<file path="src/rtl/ram_1rw_arb.sv">
// Round-robin arbiter that shares one single-port RAM (1-cycle read latency) among N_PORTS requesters.
// Latency: grant/req_ready and the RAM drive are combinational; read data returns on rsp_* one cycle after acceptance.
// Backpressure: a requester that is not granted sees req_ready low and holds its command; responses cannot be stalled.
//
// Ports:
//   clk, rst_n                 clock, asynchronous active-low reset
//   req_valid/req_ready        per-port command handshake (req_ready one-hot or zero)
//   req_we/req_addr/req_w_data per-port command fields
//   rsp_valid/rsp_r_data       per-port read response strobe, shared read data
//   ram_we/ram_addr/ram_w_data RAM command port (all zero when nothing is granted)
//   ram_r_data                 RAM read data, one cycle after the read address
module ram_1rw_arb #(
  parameter int DATA_W  = 16,
  parameter int DEPTH   = 16,
  parameter int ADDR_W  = $clog2(DEPTH),
  parameter int N_PORTS = 2
) (
  input  logic                           clk,
  input  logic                           rst_n,
  input  logic [N_PORTS-1:0]             req_valid,
  output logic [N_PORTS-1:0]             req_ready,
  input  logic [N_PORTS-1:0]             req_we,
  input  logic [N_PORTS-1:0][ADDR_W-1:0] req_addr,
  input  logic [N_PORTS-1:0][DATA_W-1:0] req_w_data,
  output logic [N_PORTS-1:0]             rsp_valid,
  output logic [DATA_W-1:0]              rsp_r_data,
  output logic                           ram_we,
  output logic [ADDR_W-1:0]              ram_addr,
  output logic [DATA_W-1:0]              ram_w_data,
  input  logic [DATA_W-1:0]              ram_r_data
);

  localparam int PTR_W = $clog2(N_PORTS);

  logic [PTR_W-1:0] ptr_q, ptr_d;
  logic             rd_pend_q, rd_pend_d;
  logic [PTR_W-1:0] rd_id_q, rd_id_d;

  logic             gnt_vld;
  logic [PTR_W-1:0] gnt_id;
  logic [PTR_W-1:0] cand;

  // (a + b) mod N_PORTS for a < N_PORTS and 0 <= b <= N_PORTS, so one
  // conditional subtract is enough.
  function automatic logic [PTR_W-1:0] wrap_add(input logic [PTR_W-1:0] a, input int b);
    int s;
    s = int'(a) + b;
    if (s >= N_PORTS) s = s - N_PORTS;
    return PTR_W'(s);
  endfunction

  // Search ptr, ptr+1, ... (wrapping) and take the first valid requester.
  always_comb begin
    gnt_vld = 1'b0;
    gnt_id  = '0;
    cand    = '0;
    for (int k = 0; k < N_PORTS; k++) begin
      cand = wrap_add(ptr_q, k);
      if (!gnt_vld && req_valid[cand]) begin
        gnt_vld = 1'b1;
        gnt_id  = cand;
      end
    end
  end

  // Next state: pointer moves past the winner, holds when idle.
  always_comb begin
    ptr_d     = gnt_vld ? wrap_add(gnt_id, 1) : ptr_q;
    rd_pend_d = gnt_vld && !req_we[gnt_id];
    rd_id_d   = rd_pend_d ? gnt_id : rd_id_q;
  end

  always_ff @(posedge clk or negedge rst_n) begin
    if (!rst_n) begin
      ptr_q     <= '0;
      rd_pend_q <= 1'b0;
      rd_id_q   <= '0;
    end else begin
      ptr_q     <= ptr_d;
      rd_pend_q <= rd_pend_d;
      rd_id_q   <= rd_id_d;
    end
  end

  // RAM command mux; everything is forced to zero with no grant so the
  // RAM sees a clean idle bus.
  always_comb begin
    req_ready  = '0;
    ram_we     = 1'b0;
    ram_addr   = '0;
    ram_w_data = '0;
    if (gnt_vld) begin
      req_ready[gnt_id] = 1'b1;
      ram_we            = req_we[gnt_id];
      ram_addr          = req_addr[gnt_id];
      ram_w_data        = req_w_data[gnt_id];
    end
  end

  // Read data is steered only by the strobe; the data bus is shared.
  always_comb begin
    rsp_valid = '0;
    for (int i = 0; i < N_PORTS; i++) begin
      rsp_valid[i] = rd_pend_q && (rd_id_q == PTR_W'(i));
    end
  end

  assign rsp_r_data = ram_r_data;

endmodule

</file>
<file path="config.mk">
export PLATFORM = sky130hd
export DESIGN_NAME = ram_1rw_arb
export DESIGN_NICKNAME = d
export VERILOG_FILES = /design/src/rtl/ram_1rw_arb.sv
export SDC_FILE = /design/constraint.sdc
export NUM_CORES = 1
export LEC_CHECK = 0
export ABC_AREA = 0
export CORE_MARGIN = 8
export CORE_UTILIZATION = 36
export CTS_CLUSTER_SIZE = 28
export DETAILED_ROUTE_END_ITERATION = 8
export DONT_BUFFER_PORTS = 1
export MAX_ROUTING_LAYER = met4
export PLACE_DENSITY = 0.6
export SLEW_MARGIN = 40
export SYNTH_ARGS = -nofsm -noshare
export SYNTH_HDL_FRONTEND = slang
export SYNTH_SLANG_ARGS = --single-unit
</file>
<file path="constraint.sdc">
create_clock -name clk -period 3.35 [get_ports clk]
set_input_delay 0.335 -clock clk [delete_from_list [all_inputs] [get_ports clk]]
set_output_delay 0.335 -clock clk [all_outputs]
set_load 0.005 [all_outputs]
</file>
==> Yosys cells after proc, flatten, opt, wreduce, memory -nomap -nowiden <==
Cells that the tools add are included.
W data, S select, Z words.
{ "op_classes": {"add_sub_neg": 5, "magnitude_cmp": 7, "n_mux": 23, "n_bitwise": 1, "n_reduce_logical": 7} }
{ "op_table": {"columns": ["operator", "count"], "rows": [
  ["$mux W16", 3],
  ["$mux W1", 15],
  ["$mux W4", 3],
  ["$lt A1 B2 Y1 const B", 3],
  ["$logic_and A1 B1 Y1", 5],
  ["$add A1 B1 Y2 const B", 2],
  ["$ge A2 B2 Y1 const B", 2],
  ["$sub A1 B1 Y1 const B", 3],
  ["$ge A1 B2 Y1 const B", 1],
  ["$logic_not A1 Y1", 2],
  ["$mux W2", 1],
  ["$demux W1 S1", 1],
  ["$ge A1 B1 Y1 const B", 1],
  ["$not A1 Y1", 1]
]} }
{ "word_totals": {"regBits": 3, "input_bits": 62, "output_inout_bits": 41, "wordCells": 46} }

==> Depth between registers and ports, before layout <==
{ "logic_depth": {"ltp_word": 13, "mapped_depth": 5} }

==> Worst setup path before layout <==
Ideal clock, no wire load.
{ "synth_timing": {"kind": "flip-flop to output port", "from": "register ptr_q", "to": "output port ram_addr[0]", "arrival_ps": 996, "required_time_ps": 3015, "path_slack_ps": 2019, "path_stages_with_launch": 6, "cell_sequence": "dfrtp_1 nand2b_1 nand2_2 inv_2 buf_6 a22o_1"} }
{ "synth_via": {"elab_chain_len": 11, "word_cells_on_any_way": 20} }
{ "synth_lines": {"columns": ["item", "line", "rtl"], "rows": [
  ["start: declaration", "35", "logic [PTR_W-1:0] ptr_q, ptr_d;"],
  ["start signal: assignment", "79", "ptr_q <= ptr_d;"],
  ["$ge A1 B2 Y1 / $sub A1 B1 Y1 (equally long branches)", "48", "if (s >= N_PORTS) s = s - N_PORTS;"],
  ["$mux W1", "48", null],
  ["$mux W1 (implied by the code) (2 in series)", "59", "if (!gnt_vld && req_valid[cand]) begin"],
  ["$mux W1", "59", null],
  ["$logic_not A1 Y1", "59", null],
  ["$logic_and A1 B1 Y1", "59", null],
  ["$mux W1", "59", null],
  ["$mux W4 (implied by the code) (2 in series)", "95", "ram_addr = req_addr[gnt_id];"],
  ["$mux W4 (*)", "92", "if (gnt_vld) begin"],
  ["end: declaration", "28", "output logic [ADDR_W-1:0] ram_addr,"]
]} }
Mark *: on every way between the ends. The rest lies on a longest branch, timed or not. The select of a mux whose other input is x is not followed.

==> Final worst setup path <==
{ "layout_timing": {"from": "register ptr_q", "to": "output port ram_w_data[11]"} }
{ "layout_via": {"elab_chain_len": 11, "word_cells_on_any_way": 20} }
{ "layout_lines": {"columns": ["item", "line", "rtl"], "rows": [
  ["$ge A1 B2 Y1 / $sub A1 B1 Y1 (equally long branches)", "48", null],
  ["$mux W1", "48", null],
  ["$mux W1 (implied by the code) (2 in series)", "59", null],
  ["$mux W1", "59", null],
  ["$logic_not A1 Y1", "59", null],
  ["$logic_and A1 B1 Y1", "59", null],
  ["$mux W1", "59", null],
  ["$mux W16 (implied by the code) (2 in series)", "96", "ram_w_data = req_w_data[gnt_id];"],
  ["$mux W16 (*)", "92", null],
  ["end: declaration", "29", "output logic [DATA_W-1:0] ram_w_data,"]
]} }
Marks and branches as above.

==> metrics.txt <==
die width=53.6 um; WL/cell=roughly 27 um; Period minus WS final=between 1.5 and 2 ns; H-tree Lvls=1; Initial DRT Pass Iterations=4; pre-CTS setup slack=between 1.5 and 2 ns; Critical Path Start=ptr_q; placed cell area=373 um2; worst-margin pin slew=between 0.6 and 0.7 ns; die height=about 54 um; Setup Buffers After CTS=0; RSZ-0062 raised after global routing=no; Max Cap Viol=0; CP endpoint kind=output pin; post-route insts no fill=60; Buffers on Ports=0; #FFs+latches synth=3; clk slew on worst S/H paths=~0.03 ns; Hold Fails Final Rpt=0; GP Congestion=~0.71; num rows=13; Syn-to-layout area delta=-19.5%; Setup TNS=0 ns; status=complete, no violations; placed cell count=55; top cell type's share of synthesized area=34.5%; end of the worst register-to-register path=rd_pend_q; Synthesized Nets=122; initial antenna violation count=0; Core Region=0.00132 mm2; Post-DP HPWL=between 1000 and 1500 um; power per cell area=418 mW/mm2; total number of vias=411; hold buffers post-CTS=1; gr ovfl total=0; Tot GR Track Use=9.38%; # clock sinks=3; Cell variety after synth=17; CTS tree=built; synth warn=0; reg2reg setup slack=approximately 2.1 ns; syn avg cell area=8.47 um2; Mapped Cells=60; largest net degree at the start of global routing=24; Pleak=0.182 nW; pins over their slew limit=0; setup ws final=1.55 ns; fraction of layout cells with a size suffix above 1=between 10% and 20%; ANT nets after route=0; full die area=~0.0029 mm2; initial detailed-routing violation count=4; # diodes=0; FMAX=0.555 GHz; DR vias/cell=6.85; detailed-route DRC error count=0; IO Count=103; CTS Buf Count=3; fin nets=108; CTS Buffer Depth=2; final wirelength=1600 um; CP endpoint=ram_w_data[11]; Mapped Area=508 um2; Util after Layout=31.1%; clk_lat worst skew=0.23 ns; Final Setup Violations=0; CP arrival=~1.5 ns; Critical Path Fanout Max=23; final worst path period share=a little over half; Worst Path Class, Setup=flop to output pin; Root Driver=clkbuf_4; critical path launch point type=flop; Worst VDD drop=117 uV; PostCTS Resize Cnt=0; Final Instance Area=409 um2; synth top area cells=a22o_1, buf_4, dfrtp_1; initial core utilization=a little under 40%; cell taking the most area after synthesis=a22o_1; Min-Delay Path Class=primary input to flop; Max-slew headroom=58.7%; RR Startpoint=ptr_q; sequential fraction of the synthesis area=roughly 15%; Filler cells=148; first-pass GRT wire length=slightly below 2000 um; vias in the first global route=roughly 440; R2R depth=3; Clock Skew=0.000941 ns; Required @ worst endpoint=3.01 ns; hold path start=req_we[1]
==> layout make-up <==
cell class / count / area, um2 / share of cell area [%]
multi-input combinational: 33 / 264 / 64.5
sequential: 3 / 75.1 / 18.3
timing repair buffer: 1 / 10.0 / 2.45
inverter: 4 / 15.0 / 3.67
tap: 15 / 18.8 / 4.59
clock buffer: 4 / 26.3 / 6.42
==> sequential cells by signal, summed over array words and instances, names as in the netlist <==
| name | cells |
|---|---|
| ptr_q | 1 |
| rd_id_q | 1 |
| rd_pend_q | 1 |
==> stage by stage <==
step,hold slack (ns),power (W)
finish,0.200,0.000171
global route,0.195,0.000184
CTS,0.195,0.000176
detailed placement,0.0395,0.000111
global placement,0.0395,0.000108
floorplan,0.0394,0.000121
==> worst min-delay path by stage <==
stage,end,cells past startpoint
finish,rd_pend_q,1
global route,rd_pend_q,1
CTS,rd_pend_q,1
detailed placement,rd_pend_q,0
global placement,ptr_q,0
floorplan,ptr_q,0
==> critical path, cell delays in order, from the launching register on <==
cell,delay [ns]
dfrtp_1,0.42
a21boi_4,0.54
a22o_1,0.28
==> cells in the mapped netlist (all sizes together) <==
cell and n:
a21boi 1, and2 1, nor2b 1, a32oi 1
nand2 2, a21oi 1, dfrtp 3, o22ai 1
o21ai 3, nand2b 2, clkbuf 1, inv 4
buf 19, a22o 20
==> power by group <==
| part | switching (W) | internal, W | total [W] | leakage [nW] |
|---|---|---|---|---|
| clock network | 0.0000164 | 0.0000445 | 0.0000609 | 0.0150 |
| registers | 0.00000556 | 0.0000414 | 0.0000470 | 0.0353 |
| logic | 0.0000344 | 0.0000285 | 0.0000630 | 0.132 |
==> routing by layer <==
metal / part of all wire (%) / global-route usage (%)
met3: 15 / 1.65
met2: 52 / 16.6
met4: 1.6 / 6.72
met5: 0 / -
met1: 32 / 8.98
==> layout by cell type, fill, tap and decap left out <==
cell type,n
nand2b_1,2
clkbuf_1,1
inv_2,2
o21ai_1,3
a21oi_1,1
a32oi_1,1
nor2b_1,1
nand2_2,1
dlygate4sd3_1,1
o22ai_1,1
a22o_1,20
dfrtp_1,3
clkbuf_4,3
inv_1,2
and2_1,1
nand2_1,1
a21boi_4,1
==> kinds of logic (layout without fill, tap and decap cells) <==
kind of cell	count (synthesis)	after routing	share of synthesized area [%]
buf+inv	24	9	34.7
flops	3	3	14.8
simple gates	6	6	6.90
compound gates	27	27	43.6
(Power assumes the default switching activity.)
